## config.mk

```make
export PLATFORM = sky130hd
export DESIGN_NAME = shape_chain_programmer
export DESIGN_NICKNAME = d
export VERILOG_FILES = /design/src/rtl/rect_pkg.sv /design/src/rtl/chain_word_mux.sv /design/src/rtl/shape_chain_programmer.sv
export SDC_FILE = /design/constraint.sdc
export NUM_CORES = 1
export LEC_CHECK = 0
export BUFFER_PORTS_ARGS = -buffer_cell sky130_fd_sc_hd__buf_2
export CELL_PAD_IN_SITES_DETAIL_PLACEMENT = 0
export CELL_PAD_IN_SITES_GLOBAL_PLACEMENT = 1
export CORE_MARGIN = 1.5
export CORE_UTILIZATION = 43
export DETAILED_ROUTE_END_ITERATION = 6
export PLACE_DENSITY_LB_ADDON = 0.1
export SYNTH_ARGS = -nofsm -noshare
export SYNTH_HDL_FRONTEND = slang
export SYNTH_SLANG_ARGS = --single-unit
```

## constraint.sdc

```tcl
create_clock -name clk -period 23.5 [get_ports clk]
set_input_delay 3.525 -clock clk [delete_from_list [all_inputs] [get_ports clk]]
set_output_delay 3.525 -clock clk [all_outputs]
set_load 0.005 [all_outputs]
```

## src/rtl/rect_pkg.sv

```systemverilog
// Shared definitions for the rect_renderer chain: field widths, register IDs
// and the programmer's sequencing states.
package rect_pkg;

  localparam int X_W = 11;
  localparam int Y_W = 12;
  localparam int D_W = 12;

  localparam logic [Y_W-1:0] REG_X     = Y_W'(0);
  localparam logic [Y_W-1:0] REG_Y     = Y_W'(1);
  localparam logic [Y_W-1:0] REG_W     = Y_W'(2);
  localparam logic [Y_W-1:0] REG_H     = Y_W'(3);
  localparam logic [Y_W-1:0] REG_COLOR = Y_W'(4);

  typedef enum logic [1:0] {IDLE, SEND, CLEAR} state_e;

  typedef struct packed {
    logic [X_W-1:0] x;
    logic [Y_W-1:0] y;
    logic [X_W-1:0] w;
    logic [Y_W-1:0] h;
    logic [D_W-1:0] color;
  } shape_t;

  function automatic logic [D_W-1:0] zext_x(input logic [X_W-1:0] v);
    return {{(D_W-X_W){1'b0}}, v};
  endfunction

endpackage

```

## src/rtl/chain_word_mux.sv

```systemverilog
// Registered output stage of the programmer: drives either a program word or
// the scan coordinates with the background colour onto the chain bus.
module chain_word_mux
  import rect_pkg::*;
#(
  parameter logic [D_W-1:0] BG_COLOR = 12'h000
) (
  input  logic           clk,
  input  logic           rst,
  input  logic           prog_valid,
  input  logic [X_W-1:0] prog_x,
  input  logic [Y_W-1:0] prog_y,
  input  logic [D_W-1:0] prog_data,
  input  logic [X_W-1:0] pix_x,
  input  logic [Y_W-1:0] pix_y,
  output logic           program_out,
  output logic [X_W-1:0] x_out,
  output logic [Y_W-1:0] y_out,
  output logic [D_W-1:0] data_out
);

  logic           program_d, program_q;
  logic [X_W-1:0] x_d, x_q;
  logic [Y_W-1:0] y_d, y_q;
  logic [D_W-1:0] data_d, data_q;

  // NOTE: every always_comb output gets a default first so no path infers a latch.
  always_comb begin
    program_d = 1'b0;
    x_d       = pix_x;
    y_d       = pix_y;
    data_d    = BG_COLOR;
    if (prog_valid) begin
      program_d = 1'b1;
      x_d       = prog_x;
      y_d       = prog_y;
      data_d    = prog_data;
    end
  end

  // NOTE: sequential state uses non-blocking assignments only.
  always_ff @(posedge clk) begin
    if (rst) begin
      program_q <= 1'b0;
      x_q       <= '0;
      y_q       <= '0;
      data_q    <= '0;
    end else begin
      program_q <= program_d;
      x_q       <= x_d;
      y_q       <= y_d;
      data_q    <= data_d;
    end
  end

  assign program_out = program_q;
  assign x_out       = x_q;
  assign y_out       = y_q;
  assign data_out    = data_q;

endmodule

```

## src/rtl/shape_chain_programmer.sv

```systemverilog
// Head of the rect_renderer chain: serialises shape-write and clear-all commands
// into program words during blanking, otherwise forwards scan coordinates.
module shape_chain_programmer
  import rect_pkg::*;
#(
  parameter int             NUM_SHAPES = 8,
  parameter logic [D_W-1:0] BG_COLOR   = 12'h000
) (
  input  logic           clk,
  input  logic           rst,
  input  logic           cmd_valid,
  output logic           cmd_ready,
  input  logic           cmd_clear,
  input  logic [X_W-1:0] cmd_index,
  input  logic [X_W-1:0] cmd_x,
  input  logic [Y_W-1:0] cmd_y,
  input  logic [X_W-1:0] cmd_w,
  input  logic [Y_W-1:0] cmd_h,
  input  logic [D_W-1:0] cmd_color,
  output logic           cmd_error,
  input  logic           blank,
  input  logic [X_W-1:0] pix_x,
  input  logic [Y_W-1:0] pix_y,
  output logic           busy,
  output logic           program_out,
  output logic [X_W-1:0] x_out,
  output logic [Y_W-1:0] y_out,
  output logic [D_W-1:0] data_out
);

  localparam logic [X_W-1:0] NUM_SHAPES_X = X_W'(NUM_SHAPES);
  localparam logic [X_W-1:0] LAST_SHAPE   = X_W'(NUM_SHAPES - 1);
  localparam logic [2:0]     LAST_WORD    = 3'd4;

  state_e         state_d, state_q;
  logic [2:0]     wc_d, wc_q;
  logic [X_W-1:0] sc_d, sc_q;
  logic [X_W-1:0] idx_d, idx_q;
  shape_t         shape_d, shape_q;
  logic           err_d, err_q;

  logic           word_valid;
  logic [X_W-1:0] word_x;
  logic [Y_W-1:0] word_y;
  logic [D_W-1:0] word_d;

  always_ff @(posedge clk) begin
    if (rst) begin
      state_q <= IDLE;
      wc_q    <= '0;
      sc_q    <= '0;
      err_q   <= 1'b0;
    end else begin
      state_q <= state_d;
      wc_q    <= wc_d;
      sc_q    <= sc_d;
      err_q   <= err_d;
    end
  end

  // NOTE: latched command fields carry no reset; they are only read after a load.
  always_ff @(posedge clk) begin
    idx_q   <= idx_d;
    shape_q <= shape_d;
  end

  always_comb begin
    state_d = state_q;
    wc_d    = wc_q;
    sc_d    = sc_q;
    idx_d   = idx_q;
    shape_d = shape_q;
    err_d   = 1'b0;
    unique case (state_q)
      IDLE: begin
        if (cmd_valid && cmd_ready) begin
          if (cmd_clear) begin
            state_d = CLEAR;
            sc_d    = '0;
          end else if (cmd_index < NUM_SHAPES_X) begin
            state_d = SEND;
            wc_d    = '0;
            idx_d   = cmd_index;
            shape_d = '{x: cmd_x, y: cmd_y, w: cmd_w, h: cmd_h, color: cmd_color};
          end else begin
            err_d = 1'b1;
          end
        end
      end
      SEND: begin
        if (blank) begin
          wc_d = wc_q + 3'd1;
          if (wc_q == LAST_WORD) state_d = IDLE;
        end
      end
      CLEAR: begin
        if (blank) begin
          sc_d = sc_q + X_W'(1);
          if (sc_q == LAST_SHAPE) state_d = IDLE;
        end
      end
      default: state_d = IDLE;
    endcase
  end

  // Counters only advance on blank cycles, so a paused sequence resumes at the same word.
  always_comb begin
    cmd_ready  = (state_q == IDLE) && !rst;
    busy       = (state_q != IDLE);
    word_valid = 1'b0;
    word_x     = idx_q;
    word_y     = '0;
    word_d     = '0;
    unique case (state_q)
      SEND: begin
        word_valid = blank;
        word_y     = Y_W'(wc_q);
        case (wc_q)
          3'd0:    word_d = zext_x(shape_q.x);
          3'd1:    word_d = shape_q.y;
          3'd2:    word_d = zext_x(shape_q.w);
          3'd3:    word_d = shape_q.h;
          default: word_d = shape_q.color;
        endcase
      end
      CLEAR: begin
        word_valid = blank;
        word_x     = sc_q;
        word_y     = REG_W;
      end
      default: ;
    endcase
  end

  assign cmd_error = err_q;

  chain_word_mux #(.BG_COLOR(BG_COLOR)) u_word_mux (
    .clk        (clk),
    .rst        (rst),
    .prog_valid (word_valid),
    .prog_x     (word_x),
    .prog_y     (word_y),
    .prog_data  (word_d),
    .pix_x      (pix_x),
    .pix_y      (pix_y),
    .program_out(program_out),
    .x_out      (x_out),
    .y_out      (y_out),
    .data_out   (data_out)
  );

endmodule

```

After elaboration in Yosys (flattened, before gate mapping)
Index checks and enable logic that the tools add are counted.
{"block": "classes", "n_reduce_logical": 15, "n_lt_le_gt_ge": 1, "n_mux": 25, "n_addsub": 2, "bitwise": 5, "n_eq_ne": 16}
{"operator": "$mux W11", "n": 5}
{"operator": "$pmux W12 S4", "n": 1}
{"operator": "$pmux W11 S2", "n": 1}
{"operator": "$ne A2 B2 Y1 const B", "n": 8}
{"operator": "$mux W2", "n": 7}
{"operator": "$mux W12", "n": 1}
{"operator": "$mux W3", "n": 4}
{"operator": "$pmux W3 S2", "n": 2}
{"operator": "$add A11 B1 Y11 const B", "n": 1}
{"operator": "$eq A11 B3 Y1 const B", "n": 1}
{"operator": "$lt A11 B4 Y1 const B", "n": 1}
{"operator": "$reduce_and A4 Y1", "n": 2}
{"operator": "$eq A3 B2 Y1 const B", "n": 2}
{"operator": "$pmux W2 S3", "n": 1}
{"operator": "$reduce_and A6 Y1", "n": 1}
{"operator": "$reduce_bool A2 Y1", "n": 3}
{"operator": "$not A1 Y1", "n": 5}
{"operator": "$reduce_and A5 Y1", "n": 1}
{"operator": "$reduce_or A4 Y1", "n": 1}
{"operator": "$add A3 B1 Y3 const B", "n": 1}
{"operator": "$eq A3 B1 Y1 const B", "n": 1}
{"operator": "$eq A3 B3 Y1 const B", "n": 1}
{"operator": "$logic_not A3 Y1", "n": 1}
{"operator": "$mux W1", "n": 3}
{"operator": "other kinds (8)", "n": 9}
{"block": "word_totals", "word_cells": 78, "regBits": 122, "in_bits": 97}

Longest topological paths before layout
{"block": "depth", "ltp_word": 5, "mapped_depth": 8, "ltp_nobuf": 7}

Hierarchy
Synthesis repeated with hierarchy kept, for this count alone.
{"block": "hier_totals", "cells_unflattened": 361, "area_unflattened_um2": 4838.4}
{"mod": "shape_chain_programmer", "area_per_inst_um2": 3661.0, "cells_each": 260, "n_inst": 1}
{"mod": "chain_word_mux", "area_per_inst_um2": 1177.4, "cells_each": 101, "n_inst": 1}

Worst setup path after synthesis
OpenSTA, ideal clock, no wires.
{"block": "synth_timing", "path_kind": "in2reg", "startpoint": "in cmd_index[6]", "endpoint": "reg idx_q[0] (enable)", "stages": 2, "n_path_buf": 0, "t_arrival_ps": 10750, "setup_slack_ps": 12084, "path_cell_list": "or4_4 -> nor4_1"}
{"block": "synth_via", "elab_chain_len": 2}
{"item": "start, declared", "line_no": "shape_chain_programmer.sv:14", "text": "input logic [X_W-1:0] cmd_index,"}
{"item": "$lt A11 B4 Y1", "line_no": "shape_chain_programmer.sv:80", "text": "end else if (cmd_index < NUM_SHAPES_X) begin"}
{"item": "$reduce_and A4 Y1 (no line)"}
{"item": "end signal, assigned", "line_no": "shape_chain_programmer.sv:63", "text": "idx_q <= idx_d;"}
{"item": "end, declared", "line_no": "shape_chain_programmer.sv:38", "text": "logic [X_W-1:0] idx_d, idx_q;"}
No other way between the ends.
A chain may end at the register's enable or synchronous reset.

Final worst setup path
{"block": "layout_timing", "startpoint": "in rst", "endpoint": "out cmd_ready"}
{"block": "layout_via", "elab_chain_len": 2}
{"item": "start, declared", "line_no": "shape_chain_programmer.sv:10", "text": "input logic rst,"}
{"item": "$logic_not A1 Y1", "line_no": "shape_chain_programmer.sv:108", "text": "cmd_ready = (state_q == IDLE) && !rst;"}
{"item": "$logic_and A1 B1 Y1", "line_no": "shape_chain_programmer.sv:108"}
{"item": "end, declared", "line_no": "shape_chain_programmer.sv:12", "text": "output logic cmd_ready,"}
No other way between the ends.

==> qor.yml <==
status: "finished clean"
intPower_mw: 0.385
reg2reg_setup_slack_ns: 20.37
root_buffer: "clkbuf_8"
max_freq_mhz: 135
finalHoldViolCount: 0
wl_per_cell_um: 16.0
synth_fp_nets: 458
post_synth_instance_area_sq_mm: 0.00463
grt_pass1_wl_um: 16000
cts.sink_count: 122
setup_viol: 0
clock_latency_ns: 0.51
synthToLayoutAreaGrowth_pct: 28.7
cellPowerDensity_mw_per_mm2: 82.6
design.portCount: 136
post_cts_hold_buffer_count: 0
final_nets: 593
gr-usage-all-layers: 0.187
cts_tree: "done"
h_tree_depth_reported_by_cts: 4
power.leakage_nw: 2.38
clk_pin_slew_ns: 0.06
hold_path_class: "flop to flop"
grt.overflow.total: 0
p_clk_frac: 0.481
critical_path.max_fanout: 12
timing.clock.skew_ns: 0.0107
post-route-worst-setup-slack_ns: 16.08
coreArea_sq_mm: 0.0104
timing.final.crit_period_ns: 7.42
cts-resized-gates: 0
worstHoldPathCells: 2
initialDrtViolationCount: 160
synth_fa_ha_area_frac: 0.0243
timing.critical_path.buf_inv: 2
synth_cell_types: 44
crit_required_ns: 19.98
final_min_period_over_clock_period: 0.316
share_of_cells_above_drive_strength_1: 0.360
netSwitchingFraction: 0.219
path_cells: "buf_2, nor2_1, buf_2"
dominantRegCellSynth: "edfxtp_1"
synth_seq_area_share: 0.677
tightestPinTransition_ns: 1.05
worstSetupEndpoint: "cmd_ready"
antennaDiodeCount: 0
place_hpwl_um: 6750
timing.max_slew.rel_slack: 0.301
vdd_drop_max_uv: 37.4
comb_power_share: 0.052
max_cap_viol_count: 0
cpMaxStageDelayCell: "buf_2"
syn_area_per_cell_sq_um: 13.2
timing_max_transition_violations_final: 0
die_y_um: 107
cts_setup_buffers: 0
vias_per_cell: 5.09
muxShareOfSynthArea: 0.0330
reg2reg_to: "shape_q[36]"
startpoint: "rst"
via_count_of_the_first_global_routing_pass: 3221
post_synth_and_or_nand_nor_area_fraction: 0.0921
grt_max_degree: 66
cp_common_cell: "buf_2"
cts_buffer_depth: 2
start_kind: "input port"
number_of_synthesized_flops_with_an_enable_pin: 69
detail_route.drc_violations: 0
endpoint_kind: "output pin"
grt_antenna_before_repair: 0
area_enclosed_by_the_die_boundary_sq_mm: 0.0114
critical_path_cell_count: 3
critPathArrivalTime_ns: 3.90
routed_wirelength_um: 10200
synth-compound-area-share: 0.131
buffer_ports.inserted: 135
initial_core_util: 0.447
startpoint_of_the_most_critical_register_to_register_path: "state_q[0]"
final.setup.tns_ns: 0
synthesis.instances: 352
synth_seq_cells: 122
worst_r2r_path_depth: 5
drt_pre_antenna_iters: 4
power.total_mw: 0.492
cp_top_family: "buffers and inverters"
dr_total_vias: 3238
timing.setup.critical_path_class: "input port to output pin"
grt_setup_unrepaired: "no"
seq_power_share: 0.467
placement.setup.worst_slack_ns: 16.08
std_cell_rows: 37
warnings_from_yosys: 0
die_x_um: 107
p_sw_mw: 0.108
place.gp.congestion: 0.762
synth_async_sr_flop_share: 0
combinational_family_with_the_most_area_after_synthesis: "compound AO/OA/AOI/OAI gates"
slowest_delay_ns: 0.19
ant_nets: 0
synth_area_in_xor_xnor: 0.0151
tritoncts.num_buffers: 17
[worst min-delay path by stage]
stage | to | start | slack [ns]
CTS | u_word_mux.data_out[11] | shape_q[11] | 0.49
finish | u_word_mux.data_out[8] | shape_q[8] | 0.48
global route | u_word_mux.data_out[5] | shape_q[5] | 0.52
detailed placement | u_word_mux.data_out[1] | shape_q[1] | 0.47
floorplan | u_word_mux.data_out[0] | shape_q[0] | 0.45
global placement | u_word_mux.data_out[4] | shape_q[4] | 0.46
[cell families (layout without fill, tap and decap cells)]
| group | after synthesis | in the layout |
|---|---|---|
| AND/OR/NAND/NOR | 86 | 86 |
| multiplexers | 14 | 14 |
| adder cells (fa/ha/maj) | 9 | 9 |
| buffers and inverters | 32 | 180 |
| XOR/XNOR | 8 | 8 |
| flip-flops | 122 | 122 |
| AO/OA/AOI/OAI | 81 | 81 |
[flip-flops by register name, summed over array words and instances, names as in the netlist]
| register | flops |
|---|---|
| sc_q | 11 |
| u_word_mux.y_out | 12 |
| u_word_mux.data_out | 12 |
| state_q | 2 |
| shape_q | 58 |
| u_word_mux.x_out | 11 |
| wc_q | 3 |
| u_word_mux.program_out | 1 |
| cmd_error | 1 |
| idx_q | 11 |
[power by group through the flow]
stage / registers (mW) / logic (mW) / clock network (mW)
detailed placement: 0.234 / 0.0258 / 0
floorplan: 0.235 / 0.0117 / 0
CTS: 0.230 / 0.0260 / 0.242
global route: 0.230 / 0.0286 / 0.253
finish: 0.230 / 0.0257 / 0.237
global placement: 0.234 / 0.0256 / 0
[per-layer routing]
metal | vias up | part of all wire | track usage
li1 | 1583 | - | -
met1 | 1526 | 0.45 | 0.242
met2 | 121 | 0.47 | 0.298
met3 | 8 | 0.076 | 0.0632
met4 | 0 | 0.0079 | 0.0590
met5 | - | 0 | 0
[cell usage after synthesis (all sizes together) (2+ instances only)]
cell type | count | share of area
mux2i | 14 | 0.033
inv | 12 | 0.0097
a21oi | 8 | 0.0086
o21ai | 29 | 0.031
buf | 6 | 0.0068
o21ba | 2 | 0.0043
nor2 | 24 | 0.019
nand2 | 21 | 0.017
or4 | 4 | 0.0081
a2111oi | 5 | 0.018
o32ai | 2 | 0.0038
ha | 9 | 0.024
edfxtp | 69 | 0.45
clkbuf | 14 | 0.011
nand3 | 14 | 0.015
dfxtp | 53 | 0.23
a22oi | 22 | 0.036
xnor2 | 8 | 0.015
nand4 | 5 | 0.0068
nand2b | 3 | 0.0041
a211oi | 4 | 0.0065
and2 | 9 | 0.012
[tightest hold or removal path: cells and delay by family, from the launching register on]
family,cells,cell delay (ns)
DFF,1,0.32
and+or+nand+nor,1,0.07
AOI/OAI and AO/OA,1,0.06
[cells in the final DEF, fill, tap and decap left out, types with 7 or more instances in the layout]
cell       instances
o21ai_0           29
a22oi_1           22
nand2_1           21
inv_1             12
a21oi_1            7
nand3_1           14
buf_2            135
nor2_1            24
edfxtp_1          69
ha_1               9
and2_1             9
dfxtp_1           53
clkbuf_16         16
xnor2_1            8
mux2i_1           13
[per-stage QoR]
| stage | hold slack [ns] | instances | instance area (sq um) | util |
|---|---|---|---|---|
| after floorplan | 0.454 | 352 | 4630 | - |
| after global placement | 0.463 | 604 | 5410 | 0.522 |
| after detailed placement | 0.469 | 604 | 5410 | 0.522 |
| after CTS | 0.491 | 636 | 5960 | 0.575 |
| after global routing | 0.524 | 636 | 5960 | 0.575 |
| final | 0.485 | 636 | 5960 | 0.575 |
[area by class of cell]
cell class / instances / area, sq um
clock inverters: 13 / 119
fillers: 901 / 4410
multi-input cells: 198 / 1380
well taps: 136 / 170
clock buffers: 19 / 432
flip-flops and latches: 122 / 3130
repair buffers: 136 / 683
inverters: 12 / 45.0
Note: power is estimated with default switching activity, not from simulation.
